### src/rtl/password_controller_if.sv
// rtl/password_controller_if.sv - keypad/state-manager signal bundle for password_controller
interface password_controller_if;
    logic       key_valid;
    logic [3:0] key_code;
    logic [2:0] state;
    logic       correct;
    logic [3:0] digit_count;
    logic       pw_updated;
    logic       lock_active;
    logic       unlock_req;

    modport master (
        output key_valid, key_code, state,
        input  correct, digit_count, pw_updated, lock_active, unlock_req
    );

    modport slave (
        input  key_valid, key_code, state,
        output correct, digit_count, pw_updated, lock_active, unlock_req
    );
endinterface

### src/rtl/password_controller.sv
// rtl/password_controller.sv - keypad entry buffer, password compare/commit and lockout timer
module password_controller #(
    parameter int MAX_DIGITS  = 8,
    parameter int MIN_DIGITS  = 4,
    parameter int LOCK_CYCLES = 1000
) (
    input logic                  clk,
    input logic                  rst,
    password_controller_if.slave bus
);

    localparam logic [2:0] ST_OFF  = 3'b000;
    localparam logic [2:0] ST_ON   = 3'b001;
    localparam logic [2:0] ST_W1   = 3'b010;
    localparam logic [2:0] ST_W2   = 3'b011;
    localparam logic [2:0] ST_RST  = 3'b101;
    localparam logic [2:0] ST_LOCK = 3'b111;

    localparam logic [3:0]  KEY_CLEAR = 4'hC;
    localparam logic [3:0]  MAX_CNT   = 4'(MAX_DIGITS);
    localparam logic [3:0]  MIN_CNT   = 4'(MIN_DIGITS);
    localparam logic [31:0] LOCK_LOAD = 32'(LOCK_CYCLES);

    logic [3:0]  entry     [MAX_DIGITS];
    logic [3:0]  entry_nxt [MAX_DIGITS];
    logic [3:0]  pw        [MAX_DIGITS];
    logic [3:0]  count, count_nxt;
    logic [3:0]  pw_len;
    logic [2:0]  prev_state;
    logic [31:0] lock_cnt;
    logic        correct_r, correct_nxt;
    logic        pw_updated_r, lock_active_r, unlock_req_r;
    logic        digit_ok, match;

    assign bus.correct     = correct_r;
    assign bus.digit_count = count;
    assign bus.pw_updated  = pw_updated_r;
    assign bus.lock_active = lock_active_r;
    assign bus.unlock_req  = unlock_req_r;

    // Next buffer contents and the match flag derived from them
    always_comb begin
        for (int i = 0; i < MAX_DIGITS; i++) begin
            entry_nxt[i] = entry[i];
        end
        count_nxt   = count;
        match       = 1'b1;
        correct_nxt = 1'b0;
        digit_ok    = (bus.state == ST_ON) || (bus.state == ST_W1) ||
                      (bus.state == ST_W2) || (bus.state == ST_RST);

        if (bus.state != prev_state) begin
            // A state change wins over any keypress in the same cycle
            for (int i = 0; i < MAX_DIGITS; i++) begin
                entry_nxt[i] = 4'd0;
            end
            count_nxt = 4'd0;
        end else if (bus.key_valid) begin
            if ((bus.key_code <= 4'd9) && digit_ok && (count < MAX_CNT)) begin
                for (int i = 0; i < MAX_DIGITS; i++) begin
                    if (4'(i) == count) begin
                        entry_nxt[i] = bus.key_code;
                    end
                end
                count_nxt = count + 4'd1;
            end else if (bus.key_code == KEY_CLEAR) begin
                for (int i = 0; i < MAX_DIGITS; i++) begin
                    entry_nxt[i] = 4'd0;
                end
                count_nxt = 4'd0;
            end
        end

        if (count_nxt != pw_len) begin
            match = 1'b0;
        end
        for (int i = 0; i < MAX_DIGITS; i++) begin
            if ((4'(i) < pw_len) && (entry_nxt[i] != pw[i])) begin
                match = 1'b0;
            end
        end

        case (bus.state)
            ST_ON, ST_W1, ST_W2: correct_nxt = match;
            ST_RST:              correct_nxt = (count_nxt >= MIN_CNT);
            default:             correct_nxt = 1'b0;
        endcase
    end

    // Buffer, password commit and lockout timer state
    always_ff @(posedge clk or posedge rst) begin
        if (rst) begin
            for (int i = 0; i < MAX_DIGITS; i++) begin
                entry[i] <= 4'd0;
                pw[i]    <= 4'd0;
            end
            count         <= 4'd0;
            pw_len        <= 4'd4;
            prev_state    <= ST_OFF;
            lock_cnt      <= 32'd0;
            correct_r     <= 1'b0;
            pw_updated_r  <= 1'b0;
            lock_active_r <= 1'b0;
            unlock_req_r  <= 1'b0;
        end else begin
            prev_state <= bus.state;
            for (int i = 0; i < MAX_DIGITS; i++) begin
                entry[i] <= entry_nxt[i];
            end
            count     <= count_nxt;
            correct_r <= correct_nxt;

            // Commit uses the buffer as it stood before the state change clears it
            pw_updated_r <= 1'b0;
            if ((prev_state == ST_RST) && (bus.state == ST_OFF) && (count >= MIN_CNT)) begin
                for (int i = 0; i < MAX_DIGITS; i++) begin
                    pw[i] <= entry[i];
                end
                pw_len       <= count;
                pw_updated_r <= 1'b1;
            end

            unlock_req_r <= 1'b0;
            if (bus.state != ST_LOCK) begin
                lock_cnt      <= 32'd0;
                lock_active_r <= 1'b0;
            end else if (prev_state != ST_LOCK) begin
                lock_cnt      <= LOCK_LOAD;
                lock_active_r <= 1'b1;
            end else if (lock_active_r) begin
                lock_cnt <= lock_cnt - 32'd1;
                if (lock_cnt == 32'd1) begin
                    lock_active_r <= 1'b0;
                    unlock_req_r  <= 1'b1;
                end
            end
        end
    end

endmodule
### src/flat_wrapper.sv
// flat-port wrapper written by rule: the top's interface ports become plain ports
module password_controller_flat 
#(
    parameter int MAX_DIGITS  = 8,
    parameter int MIN_DIGITS  = 4,
    parameter int LOCK_CYCLES = 1000
)
  (clk, rst, bus_key_valid, bus_key_code, bus_state, bus_correct, bus_digit_count, bus_pw_updated, bus_lock_active, bus_unlock_req);
  password_controller_if bus_i ();
  input logic clk;
  input logic rst;
  input wire logic [$bits(bus_i.key_valid)-1:0] bus_key_valid;
  input wire logic [$bits(bus_i.key_code)-1:0] bus_key_code;
  input wire logic [$bits(bus_i.state)-1:0] bus_state;
  output wire logic [$bits(bus_i.correct)-1:0] bus_correct;
  output wire logic [$bits(bus_i.digit_count)-1:0] bus_digit_count;
  output wire logic [$bits(bus_i.pw_updated)-1:0] bus_pw_updated;
  output wire logic [$bits(bus_i.lock_active)-1:0] bus_lock_active;
  output wire logic [$bits(bus_i.unlock_req)-1:0] bus_unlock_req;
  assign bus_i.key_valid = bus_key_valid;
  assign bus_i.key_code = bus_key_code;
  assign bus_i.state = bus_state;
  assign bus_correct = bus_i.correct;
  assign bus_digit_count = bus_i.digit_count;
  assign bus_pw_updated = bus_i.pw_updated;
  assign bus_lock_active = bus_i.lock_active;
  assign bus_unlock_req = bus_i.unlock_req;
  password_controller #(.MAX_DIGITS(MAX_DIGITS), .MIN_DIGITS(MIN_DIGITS), .LOCK_CYCLES(LOCK_CYCLES)) u_core (.clk(clk), .rst(rst), .bus(bus_i));
endmodule
### config.mk
export PLATFORM = sky130hd
export DESIGN_NAME = password_controller_flat
export DESIGN_NICKNAME = d
export VERILOG_FILES = /design/src/rtl/password_controller_if.sv /design/src/rtl/password_controller.sv /design/src/flat_wrapper.sv
export SDC_FILE = /design/constraint.sdc
export NUM_CORES = 1
export LEC_CHECK = 0
export CAP_MARGIN = 25
export CORE_MARGIN = 1.5
export CORE_UTILIZATION = 40
export CTS_CLUSTER_SIZE = 10
export DETAILED_ROUTE_END_ITERATION = 16
export PLACE_DENSITY = 0.53
export SYNTH_ARGS = -nofsm -noshare
export SYNTH_HDL_FRONTEND = slang
export SYNTH_SLANG_ARGS = --single-unit
export TNS_END_PERCENT = 5
### constraint.sdc
create_clock -name clk -period 4.8 [get_ports clk]
set_input_delay 0.96 -clock clk [delete_from_list [all_inputs] [get_ports clk]]
set_output_delay 0.96 -clock clk [all_outputs]
set_load 0.05 [all_outputs]
==> results.yml <==
run_status:
  status: "finished, final reports clean"
yosys:
  syn_area_mm2: 0.006043
  ys.flop_type: "dfrtp_1"
  ys_types: 76
  synth.avg_cell_area_um2: 9.654
  synth-seq-cells: 111
  ys_seq_area_share_pct: 45.98
  ys_warn_count: 0
  synth_fp_nets: 642
  synthCells: 626
  async_flop_share_pct: 100.0
  synth_edf_count: 0
timing:
  skew_ns: 0.004789
  finalHoldViolCount: 0
  fin_tns_setup_ns: 0
  hold_ws_ns: 0.5042
  rsz0062_at_grt: "false"
  fin_crit_ns: 4.216
  fmax_mhz: 237.2
  worstMarginPinSlew_ns: 0.9714
  fin_crit_sh_pct: 87.84
  maxSlewHeadroom_pct: 34.64
  drv_slew: 0
  layout_setup_ws_ns: 0.5837
  finalSetupViolCount: 0
power:
  powerDensity_mw_per_mm2: 282.4
  p_leak_nw: 2.826
  finalPower_mw: 1.912
  ir_worst_vdd_uv: 169.6
critical_path:
  regToRegStartpoint: "u_core.bus.digit_count[0]$_DFF_PP0_"
  crit_end: "u_core.bus.correct$_DFF_PP0_"
  end_kind: "flop"
  worstRegToRegCells: 11
  crit_required_ns: 5.07
  critPathLaunch: "bus_key_code[2]"
  rr_endpoint: "u_core.bus.correct$_DFF_PP0_"
  crit_type: "in -> reg"
  start_kind: "input port"
  arrival_ns: 4.48
  cp_max_fo: 10
  rrSetupSlack_ns: 1.21
detailed_routing:
  drc: 0
  via_count: 4846
  drt_pre_antenna_iters: 7
  wl_per_cell_um: 17.72
  totalWireLength_um: 14730
  postRouteAntennaNets: 0
  drt_iter0_drc: 335
  routed_via_density: 5.832
clock_network:
  numCtsBuffers: 9
  cts_hold_buf: 0
  htreeDepth: 3
  cts_resized: 0
  clockBufferDepth: 2
  clk_latency_ns: 0.35
  clkTransAtPathRegs_ns: 0.07
  post-cts-setup-buffer-count: 0
  cts_sinks: 111
  cts_tree: "built"
  root_buffer: "clkbuf_16"
layout:
  fill_cells: 1403
  seq_area_mm2: 0.002779
  multiInputGateArea_mm2: 0.003027
  syn2layout_area_growth_pct: 12.05
  diodes: 0
  drive_gt1_share_pct: 13.45
  nets: 658
  utilization_pct: 46.24
  stdcell_count: 831
  final_cell_area_mm2: 0.006771
  final_common_cell: "dfrtp_1"
  final_cell_mix: "dfrtp_1 (110), nor2_1 (84), a21oi_1 (38)"
placement:
  dp.cells: 814
  port_buffers: 17
  dpl-instance-area_mm2: 0.006431
  pre_cts_slack_ns: 0.2443
  dp_hpwl_um: 10610
  gp_congestion: 0.8529
floorplanning:
  die-area_mm2: 0.01585
  core_area_mm2: 0.01464
  die_x_um: 125.9
  dieHeight_um: 125.9
  pin_count: 18
  num_rows: 44
  start_util_pct: 41.27
grt:
  grt-ovfl-total: 0
  grt_pass1_wl_um: 25050
  antenna_found_initial: 0
  grt_max_degree: 64
  first_global_vias: 4927
  track_usage_pct: 19.77
run:
  drv_cap: 0
hold_path:
  hold_path.class: "reg -> reg"
[power breakdown]
part | leakage, nW | total [mW] | internal, mW | switching (mW)
clock | 0.160 | 0.812 | 0.486 | 0.326
sequential | 1.51 | 0.944 | 0.939 | 0.00466
combinational | 1.16 | 0.157 | 0.0514 | 0.105
[worst min path at each step]
| stage | endpoint | cells after the start | slack, ns | from |
|---|---|---|---|---|
| detailed placement | u_core.pw[19]$_DFFE_PP0P_ | 2 | 0.49 | u_core.entry[19]$_DFF_PP0_ |
| global placement | u_core.pw[19]$_DFFE_PP0P_ | 2 | 0.47 | u_core.entry[19]$_DFF_PP0_ |
| floorplan | u_core.pw[19]$_DFFE_PP0P_ | 2 | 0.44 | u_core.entry[19]$_DFF_PP0_ |
| finish | u_core.pw[19]$_DFFE_PP0P_ | 2 | 0.50 | u_core.entry[19]$_DFF_PP0_ |
| CTS | u_core.pw[19]$_DFFE_PP0P_ | 2 | 0.50 | u_core.entry[19]$_DFF_PP0_ |
| global route | u_core.pw[22]$_DFFE_PP0P_ | 1 | 0.53 | u_core.entry[22]$_DFF_PP0_ |
[layer usage]
layer	wire length [um]	vias up	part of all wire, %	global-route usage [%]
li1	-	2322	-	-
met2	7192	124	49	33.58
met5	0	-	0	0
met3	636	22	4.3	4.206
met4	327	0	2.2	6.491
met1	6572	2378	45	25.21
[Yosys cell counts, drive strengths merged, types with 6 or more instances]
library cell	n	area (um^2)
o21ai	39	198.9
nand3	11	55.05
nand4	10	68.81
nand2	29	111.4
nor4	15	93.84
clkbuf	18	67.56
mux2	32	360.4
xnor2	24	210.2
nand4b	7	61.31
buf	13	96.34
and2	7	43.79
or3	12	75.07
a22oi	7	52.55
inv	20	75.07
nor3	29	150.1
a21oi	39	198.9
nand2b	6	45.04
o22ai	8	62.56
xor2	10	87.58
ha	6	75.07
a211oi	11	82.58
dfrtp	110	2753
nor2	84	315.3
[critical path, cell delays in order]
cell and delay, ns:
clkdlybuf4s50_1 0.69, nand2_2 0.14, or3_1 0.56, a221oi_2 0.42, nor4_1 0.12, or4b_4 0.58, nor4b_4 0.35, nand4_1 0.17
a22o_1 0.27, o31ai_2 0.22
[area by class of cell]
type,instances,share of cell area [%]
clock inverters,3,0.9608
multi-input cells,464,44.70
inverters,20,1.146
repair buffers,36,4.915
flip-flops and latches,111,41.04
clock buffers,13,3.843
well taps,184,3.400
[cell families (layout without fill, tap and decap cells)]
family	after synthesis	count (layout)	synth area share, %
mux	32	32	5.963
compound gates	150	150	16.50
buf+inv	51	72	3.954
flops	111	111	45.98
fa+ha+maj	6	6	1.242
xor+xnor	34	34	4.927
simple gates	242	242	21.43
[registers in the layout, indices dropped and copies added (netlist names)]
name / cells
u_core.bus.correct: 1
u_core.bus.digit_count: 4
u_core.bus.lock_active: 1
u_core.bus.pw_updated: 1
u_core.bus.unlock_req: 1
u_core.entry: 32
u_core.lock_cnt: 32
u_core.prev_state: 3
u_core.pw: 32
u_core.pw_len: 4
Note: power is estimated with default switching activity, not from simulation.
